## src/rtl/fifo_rd_stream_pkg.sv

```systemverilog
// Shared constants and word type for the FIFO read-side drain stage.
package fifo_rd_stream_pkg;

    localparam int FIFO_WIDTH_DFLT = 16;
    localparam int BUF_DEPTH       = 2;

    typedef logic [FIFO_WIDTH_DFLT-1:0] fifo_word_t;

endpackage

```

## src/rtl/fifo_rd_skid.sv

```systemverilog
// Two-entry FIFO-ordered holding buffer between the FIFO read port and the output stream.
module fifo_rd_skid #(
    parameter int W = 16
) (
    input  logic         clk,
    input  logic         rst,
    input  logic         i_push,
    input  logic [W-1:0] i_push_data,
    input  logic         i_pop,
    output logic [W-1:0] o_head_data,
    output logic [1:0]   o_count
);

    logic [W-1:0] r_mem [2];
    logic         r_wr_ptr;
    logic         r_rd_ptr;
    logic [1:0]   r_count;

    always_ff @(posedge clk or posedge rst) begin
        if (rst) begin
            r_mem[0] <= '0;
            r_mem[1] <= '0;
            r_wr_ptr <= 1'b0;
            r_rd_ptr <= 1'b0;
            r_count  <= 2'd0;
        end else begin
            if (i_push) begin
                r_mem[r_wr_ptr] <= i_push_data;
                r_wr_ptr        <= ~r_wr_ptr;
            end
            if (i_pop) begin
                r_rd_ptr <= ~r_rd_ptr;
            end
            // Push and pop together leave the occupancy unchanged.
            case ({i_push, i_pop})
                2'b10:   r_count <= r_count + 2'd1;
                2'b01:   r_count <= r_count - 2'd1;
                default: r_count <= r_count;
            endcase
        end
    end

    assign o_head_data = r_mem[r_rd_ptr];
    assign o_count     = r_count;

endmodule

```

## src/rtl/fifo_rd_stream.sv

```systemverilog
// FIFO read-side drain: issues rd_en, captures data_out a cycle later, presents valid/ready.
// Optional underflow counter is built only when FIFO_RD_ERR_CNT_EN is defined.
module fifo_rd_stream
    import fifo_rd_stream_pkg::*;
#(
    parameter int FIFO_WIDTH = FIFO_WIDTH_DFLT
) (
    input  logic                  clk,
    input  logic                  rst,
    input  logic                  i_en,
    input  logic                  i_fifo_empty,
    input  logic [FIFO_WIDTH-1:0] i_fifo_data_out,
    input  logic                  i_fifo_underflow,
    output logic                  o_fifo_rd_en,
    output logic                  o_m_valid,
    input  logic                  i_m_ready,
    output logic [FIFO_WIDTH-1:0] o_m_data,
    output logic [31:0]           o_beat_cnt,
    output logic [15:0]           o_err_cnt
);

    logic        r_inflight;
    logic [31:0] r_beat_cnt;
    logic [1:0]  w_count;
    logic        w_pop;
    logic [2:0]  w_occ;

    fifo_rd_skid #(.W(FIFO_WIDTH)) u_skid (
        .clk         (clk),
        .rst         (rst),
        .i_push      (r_inflight),
        .i_push_data (i_fifo_data_out),
        .i_pop       (w_pop),
        .o_head_data (o_m_data),
        .o_count     (w_count)
    );

    assign o_m_valid = (w_count != 2'd0);
    assign w_pop     = o_m_valid && i_m_ready;

    // Occupancy after this edge, counting the word already requested; a same-cycle pop frees a slot.
    assign w_occ        = {1'b0, w_count} + {2'b00, r_inflight} - {2'b00, w_pop};
    assign o_fifo_rd_en = !rst && i_en && !i_fifo_empty && (w_occ < 3'(BUF_DEPTH));

    always_ff @(posedge clk or posedge rst) begin
        if (rst) begin
            r_inflight <= 1'b0;
            r_beat_cnt <= 32'd0;
        end else begin
            r_inflight <= o_fifo_rd_en;
            if (w_pop) begin
                r_beat_cnt <= r_beat_cnt + 32'd1;
            end
        end
    end

    assign o_beat_cnt = r_beat_cnt;

`ifdef FIFO_RD_ERR_CNT_EN
    logic [15:0] r_err_cnt;

    always_ff @(posedge clk or posedge rst) begin
        if (rst) begin
            r_err_cnt <= 16'd0;
        end else if (i_fifo_underflow && (r_err_cnt != 16'hFFFF)) begin
            r_err_cnt <= r_err_cnt + 16'd1;
        end
    end

    assign o_err_cnt = r_err_cnt;
`else
    logic w_unused_underflow;
    assign w_unused_underflow = i_fifo_underflow;
    assign o_err_cnt          = 16'd0;
`endif

endmodule

```

## config.mk

```make
export PLATFORM = sky130hd
export DESIGN_NAME = fifo_rd_stream
export DESIGN_NICKNAME = d
export VERILOG_FILES = /design/src/rtl/fifo_rd_stream_pkg.sv /design/src/rtl/fifo_rd_skid.sv /design/src/rtl/fifo_rd_stream.sv
export SDC_FILE = /design/constraint.sdc
export NUM_CORES = 1
export LEC_CHECK = 0
export ABC_AREA = 1
export CAP_MARGIN = 20
export CORE_ASPECT_RATIO = 2
export CORE_MARGIN = 5
export CORE_UTILIZATION = 50
export DETAILED_ROUTE_END_ITERATION = 6
export GPL_TIMING_DRIVEN = 0
export PLACE_DENSITY = 0.87
export SETUP_SLACK_MARGIN = 0.3
export SKIP_LAST_GASP = 1
export SYNTH_ARGS = -nofsm -noshare
export SYNTH_HDL_FRONTEND = slang
export SYNTH_HIERARCHICAL = 1
export SYNTH_SLANG_ARGS = --single-unit
```

## constraint.sdc

```tcl
create_clock -name clk -period 3.3 [get_ports clk]
set_input_delay 0.66 -clock clk [delete_from_list [all_inputs] [get_ports clk]]
set_output_delay 0.66 -clock clk [all_outputs]
set_load 0.05 [all_outputs]
```

# --- Word level (Yosys, flattened, before mapping) ---
# Index checks and enable logic that the tools add are counted.
totals:
  regBits: 69
  in_bits: 22
  wordCells: 38
op_classes:
  addsub: 5
  order_cmp: 4
  n_eq_ne: 2
  mux: 7
  bitwise_logic: 4
  n_reduce_logical: 9
ops:
  columns: ["operator", "n"]
  rows:
  - ["16-bit two-way mux", 4]
  - ["32-bit by 1-bit adder with 32-bit output, second input constant", 1]
  - ["32-bit bitwise mux", 1]
  - ["16-bit demux with 1-bit select", 1]
  - ["1-bit logical AND", 5]
  - ["2-bit greater-or-equal comparator, second input constant", 2]
  - ["1-bit inverter with 2-bit output", 2]
  - ["2-bit case mux with 2 select lines", 1]
  - ["2-bit nonzero test", 2]
  - ["2-bit by 1-bit adder with 3-bit output", 1]
  - ["3-bit by 2-bit < comparator with 1-bit output, second input constant", 1]
  - ["3-bit by 1-bit subtractor with 3-bit output", 1]
  - ["2-bit by 1-bit adder with 2-bit output, second input constant", 1]
  - ["2-bit by 1-bit == test with 1-bit output, second input constant", 1]
  - ["2-bit == test, second input constant", 1]
  - ["1-bit logical NOT", 2]
  - ["2-bit by 1-bit < comparator with 1-bit output, second input constant", 1]
  - ["1-bit inverter", 2]
  - ["2-bit by 1-bit subtractor with 2-bit output, second input constant", 1]

# --- Logic depth before layout (Yosys ltp) ---
depth:
  depth_word: 6
  ltp_mapped: 9

# --- By module ---
# The synthesis kept the hierarchy.
by_module_without_submodules:
  columns: ["mod", "n_inst", "cells_each", "area_per_inst_um2", "seq_area_each_um2"]
  rows:
  - ["fifo_rd_stream", 1, 261, 2098.3, 825.8]
  - ["fifo_rd_skid", 1, 194, 1676.6, 900.9]

# --- Worst setup path after synthesis ---
# Ideal clock, no wire load.
synth_timing:
  path_kind: "input to output"
  startpoint: "input i_m_ready"
  endpoint: "output o_fifo_rd_en"
  t_arrival_ns: 3.454
  path_slack_ns: -0.814
  path_stages: 9
  path_buffers: 1
  cell_sequence: "inv_1 > nor2_8 > buf_6 > ha_1 > inv_1 > nand2_1 > fa_1 > nand2_1 > nor4_1"
synth_between:
  elab_chain_cells: 4
synth_rtl:
  columns: ["element", "line_no", "source"]
  rows:
  - ["start, declared", "fifo_rd_stream.sv:16", "input logic i_m_ready,"]
  - ["1-bit logical AND", "fifo_rd_stream.sv:39", "assign w_pop = o_m_valid && i_m_ready;"]
  - ["net w_pop", "fifo_rd_stream.sv:25", "logic w_pop;"]
  - ["3-bit by 1-bit subtractor with 3-bit output", "fifo_rd_stream.sv:42", "assign w_occ = {1'b0, w_count} + {2'b00, r_inflight} - {2'b00, w_pop};"]
  - ["3-bit by 2-bit < comparator with 1-bit output", "fifo_rd_stream.sv:43", "assign o_fifo_rd_en = !rst && i_en && !i_fifo_empty && (w_occ < 3'(BUF_DEPTH));"]
  - ["1-bit logical AND", "fifo_rd_stream.sv:43", null]
  - ["end, declared", "fifo_rd_stream.sv:14", "output logic o_fifo_rd_en,"]
# The timed path passes the listed nets, and every way through them passes these cells.

# --- Final worst setup path ---
layout_timing:
  startpoint: "register u_skid.r_count[1], in the netlist u_skid/o_count[1]"
  endpoint: "output o_fifo_rd_en"
layout_between:
  elab_chain_cells: 5
  elab_cells_between_ends: 6
layout_rtl:
  columns: ["element", "line_no", "source"]
  rows:
  - ["start, declared", "fifo_rd_skid.sv:17", "logic [1:0] r_count;"]
  - ["start signal, assigned", "fifo_rd_skid.sv:36", "2'b10: r_count <= r_count + 2'd1;"]
  - ["start signal, assigned", "fifo_rd_skid.sv:37", "2'b01: r_count <= r_count - 2'd1;"]
  - ["start signal, assigned", "fifo_rd_skid.sv:38", "default: r_count <= r_count;"]
  - ["2-bit nonzero test", "fifo_rd_stream.sv:38", "assign o_m_valid = (w_count != 2'd0);"]
  - ["1-bit logical AND", "fifo_rd_stream.sv:39", null]
  - ["net w_pop", "fifo_rd_stream.sv:25", null]
  - ["3-bit by 1-bit subtractor with 3-bit output", "fifo_rd_stream.sv:42", null]
  - ["3-bit by 2-bit < comparator with 1-bit output", "fifo_rd_stream.sv:43", null]
  - ["1-bit logical AND", "fifo_rd_stream.sv:43", null]
# The timed path passes the listed nets, and every way through them passes these cells.

==> results.rst <==
.. list-table::
   :header-rows: 1

   * - Metric
     - Value
   * - Outcome
     - finished, final reports clean
   * - Post-Synthesis Cells
     - 455
   * - Half-perimeter wire length after detailed placement
     - 6.12 mm
   * - Max-slew violation count
     - 0
   * - Worst max-slew margin expressed relative to the limit
     - 56.9%
   * - Final setup fails
     - 0
   * - Diode insertion count for antenna repair
     - 0
   * - Power density over the cells
     - 894 mW/mm^2
   * - Number of nets with antenna violations after detailed routing
     - 0
   * - Avg Inst Size Synth
     - 8.30 um^2
   * - Die boundary width
     - 71.4 um
   * - Finished Layout Cells
     - 658
   * - Maximum fanout along the worst path
     - 2
   * - Total of warnings raised by yosys
     - 6
   * - Total detailed-routing wirelength
     - 8.76 mm
   * - Boundary Pins
     - 88
   * - Dpl cells
     - 636
   * - Post-CTS Hold Fix Bufs
     - 0
   * - Final-report hold violation count
     - 0
   * - Count of TritonRoute iterations in the first routing pass
     - 4
   * - Final weighted congestion in routability-driven placement
     - 0.853
   * - Number of maximum-capacitance constraint violations
     - 0
   * - Final clock period utilization by the worst path
     - 93.1%
   * - Vertical die dimension
     - 133 um
   * - Skew final
     - 8.19 ps
   * - Worst setup path class
     - reg2out
   * - Maximum number of buffers from clock root to sink
     - 2
   * - Clock buffer count from CTS
     - 9
   * - Clock transition at the registers of the reported paths
     - 50 ps
   * - Root Buffer
     - sky130_fd_sc_hd__clkbuf_16
   * - Final critical delay including setup and external delays
     - 3070 ps
   * - Layout overhead on the synthesized area
     - 37.6%
   * - Maximum clock frequency
     - 0.325 GHz
   * - Sinks on Clock Net
     - 69
   * - Average vias per placed instance
     - 4.94
   * - Number of global-route vias before repair
     - 3,239
   * - Htree depth
     - 3
   * - Violation count after the first detailed-routing iteration
     - 260
   * - Dpl ws
     - -955 ps
   * - Worst Hold Class
     - reg2reg
   * - Startpoint type of the worst setup path
     - flip-flop
   * - Static leakage
     - 2.60 nW
   * - Register area share after synthesis
     - 45.7%
   * - Via count of the routed design
     - 3,250
   * - Number of nets at the end of the flow
     - 585
   * - Starting density of the core
     - 50.4%
   * - Post-synthesis instance area
     - 0.00377 mm^2
   * - Clock tree from TritonCTS
     - done
   * - Total Power
     - 0.00464 W
   * - Peak supply drop
     - 0.657 mV
   * - Remaining DRCs
     - 0
   * - Core Box Area
     - 0.00749 mm^2
   * - Number of antenna violations at the first check in global routing
     - 0
   * - Unrepaired setup endpoints after global routing
     - yes
   * - Congestion Overflow GR
     - 0
   * - Number of buffers added on ports
     - 70
   * - Total global-route track usage
     - 19.4%
   * - Min setup slack post-route
     - 227 ps
   * - DR WL/cell
     - 13.3 um
   * - Maximum number of pins on one net before global-route repair
     - 24
   * - Clock insertion delay at the later pin of the skew report
     - 330 ps
   * - TNS Setup
     - 0 ps
   * - Num rows
     - 45
   * - Count of cell types in the netlist
     - 31
   * - CP endpoint kind
     - primary output
   * - Total die area
     - 0.00949 mm^2
   * - CP Data Required Time
     - 2640 ps
   * - Measured slew at the worst slew-check pin
     - 645 ps
   * - Share of final-layout standard cells stronger than drive strength 1
     - 17.2%
   * - WP data arrival
     - 2410 ps
   * - Total of flip-flops plus latches after synthesis
     - 69
   * - Global-route wire length before repair
     - 14.7 mm
worst paths after layout:
| kind | startpoint | to | slack (ps) | cells past startpoint |
|---|---|---|---|---|
| setup / recovery | u_skid/o_count[1] | o_fifo_rd_en | 230 | 10 |
| hold / removal | u_skid/r_mem[21] | u_skid/r_mem[21] | 480 | 2 |
| hold reg to reg | u_skid/r_mem[21] | u_skid/r_mem[21] | 480 | 2 |
| max in group asynchronous | rst | u_skid/r_rd_ptr | 1920 | 3 |
| setup reg to reg | u_skid/o_count[1] | r_inflight | 1210 | 10 |
| min in group asynchronous | rst | o_beat_cnt[4] | 820 | 2 |
report_power, final:
part / switching [W] / internal [W] / leakage (nW)
clock: 0.000356 / 0.000892 / 0.187
combinational: 0.00136 / 0.000741 / 1.56
sequential: 0.000184 / 0.00111 / 0.860
total: 0.00190 / 0.00274 / 2.60
area by class of cell:
cell class	count	area, um^2
multi-input cells	302	1680
clock buffers	10	229
well taps	94	118
repair buffers	78	807
fillers	579	2290
flip-flops and latches	69	1730
plain buffers	28	209
inverters	71	267
clock inverters	6	159
through the flow:
step	utilization [%]	cell area (um^2)	hold slack, ps
after floorplan	-	3850	453
after global placement	62.3	4660	463
after detailed placement	63.0	4720	469
after CTS	69.3	5190	481
after global routing	69.4	5190	497
final	69.4	5190	481
cells in the final DEF, fill, tap and decap left out, drive strengths merged:
| cell type | n |
|---|---|
| clkdlybuf4s15 | 1 |
| nor2 | 34 |
| buf | 32 |
| xnor2 | 12 |
| inv | 71 |
| o21ai | 50 |
| xor2 | 6 |
| ha | 3 |
| nand2 | 136 |
| conb | 16 |
| dfrtp | 69 |
| mux2 | 1 |
| or2 | 1 |
| clkdlybuf4s50 | 66 |
| o21bai | 1 |
| nand4 | 14 |
| nand3b | 3 |
| fa | 1 |
| clkbuf | 15 |
| clkinv | 1 |
| dlymetal6s2s | 2 |
| nor3 | 1 |
| nor4 | 1 |
| bufinv | 5 |
| nand3 | 22 |
synthesized netlist by cell type:
library cell	number	area share, %
sky130_fd_sc_hd__conb_1	1	0.099
sky130_fd_sc_hd__nand2_2	3	0.50
sky130_fd_sc_hd__fa_1	1	0.53
sky130_fd_sc_hd__nand4_1	14	2.3
sky130_fd_sc_hd__o21ai_2	16	3.7
sky130_fd_sc_hd__dfrtp_1	69	46
sky130_fd_sc_hd__nor2_4	3	0.89
sky130_fd_sc_hd__o21ai_1	1	0.13
sky130_fd_sc_hd__nor2_2	4	0.66
sky130_fd_sc_hd__nor2_8	4	2.1
sky130_fd_sc_hd__nand3_1	17	2.3
sky130_fd_sc_hd__xnor2_1	12	2.8
sky130_fd_sc_hd__buf_2	2	0.27
sky130_fd_sc_hd__nand3_2	5	1.3
sky130_fd_sc_hd__inv_1	69	6.9
sky130_fd_sc_hd__nor2_1	23	2.3
sky130_fd_sc_hd__nand3b_1	3	0.60
sky130_fd_sc_hd__o21ai_0	33	4.4
sky130_fd_sc_hd__buf_4	16	3.2
sky130_fd_sc_hd__inv_2	2	0.20
sky130_fd_sc_hd__nand2_1	130	13
sky130_fd_sc_hd__o21bai_1	1	0.20
sky130_fd_sc_hd__buf_6	5	1.5
sky130_fd_sc_hd__nand2_4	3	0.89
sky130_fd_sc_hd__or2_1	1	0.17
sky130_fd_sc_hd__mux2_2	1	0.30
sky130_fd_sc_hd__nor4_1	1	0.17
sky130_fd_sc_hd__clkbuf_1	5	0.50
sky130_fd_sc_hd__nor3_1	1	0.13
sky130_fd_sc_hd__ha_1	3	0.99
sky130_fd_sc_hd__xor2_1	6	1.4
sequential cells by signal, indices dropped and copies added (netlist names):
register and flops:
o_beat_cnt 32, r_inflight 1, u_skid/o_count 2, u_skid/r_mem 32, u_skid/r_wr_ptr 1, u_skid/r_rd_ptr 1
layer usage:
| layer | wire (um) | global-route usage (%) | vias up |
|---|---|---|---|
| met5 | 0 | 0 | - |
| met3 | 497 | 5.48 | 14 |
| met4 | 172 | 8.79 | 0 |
| li1 | - | - | 1590 |
| met2 | 4480 | 31.1 | 102 |
| met1 | 3610 | 23.9 | 1544 |
logic make-up after synthesis:
kind of cell    share of synthesized area [%]
flops                                    45.7
mux                                     0.298
fa+ha+maj                                1.52
compound gates                           8.42
xor+xnor                                 4.18
other cells                            0.0993
buf+inv                                  12.5
simple gates                             27.2
worst max-delay path, cell delays in order, from the launching register on:
cell and delay [ps]:
sky130_fd_sc_hd__dfrtp_2 420, sky130_fd_sc_hd__nor2_4 180, sky130_fd_sc_hd__nor2_8 60, sky130_fd_sc_hd__buf_8 120, sky130_fd_sc_hd__ha_4 200, sky130_fd_sc_hd__inv_2 40, sky130_fd_sc_hd__nand2_2 50, sky130_fd_sc_hd__fa_2 370
sky130_fd_sc_hd__xor2_2 170, sky130_fd_sc_hd__nor4_4 260, sky130_fd_sc_hd__buf_6 200
what timing repair did:
| item | in CTS | in global routing |
|---|---|---|
| gates resized for setup | 19 | 2 |
| endpoints found under the setup margin | 1 | 3 |
| buffers inserted | 6 | 0 |
| pin swaps | 5 | 0 |
Power figures use the tool's default switching activity.
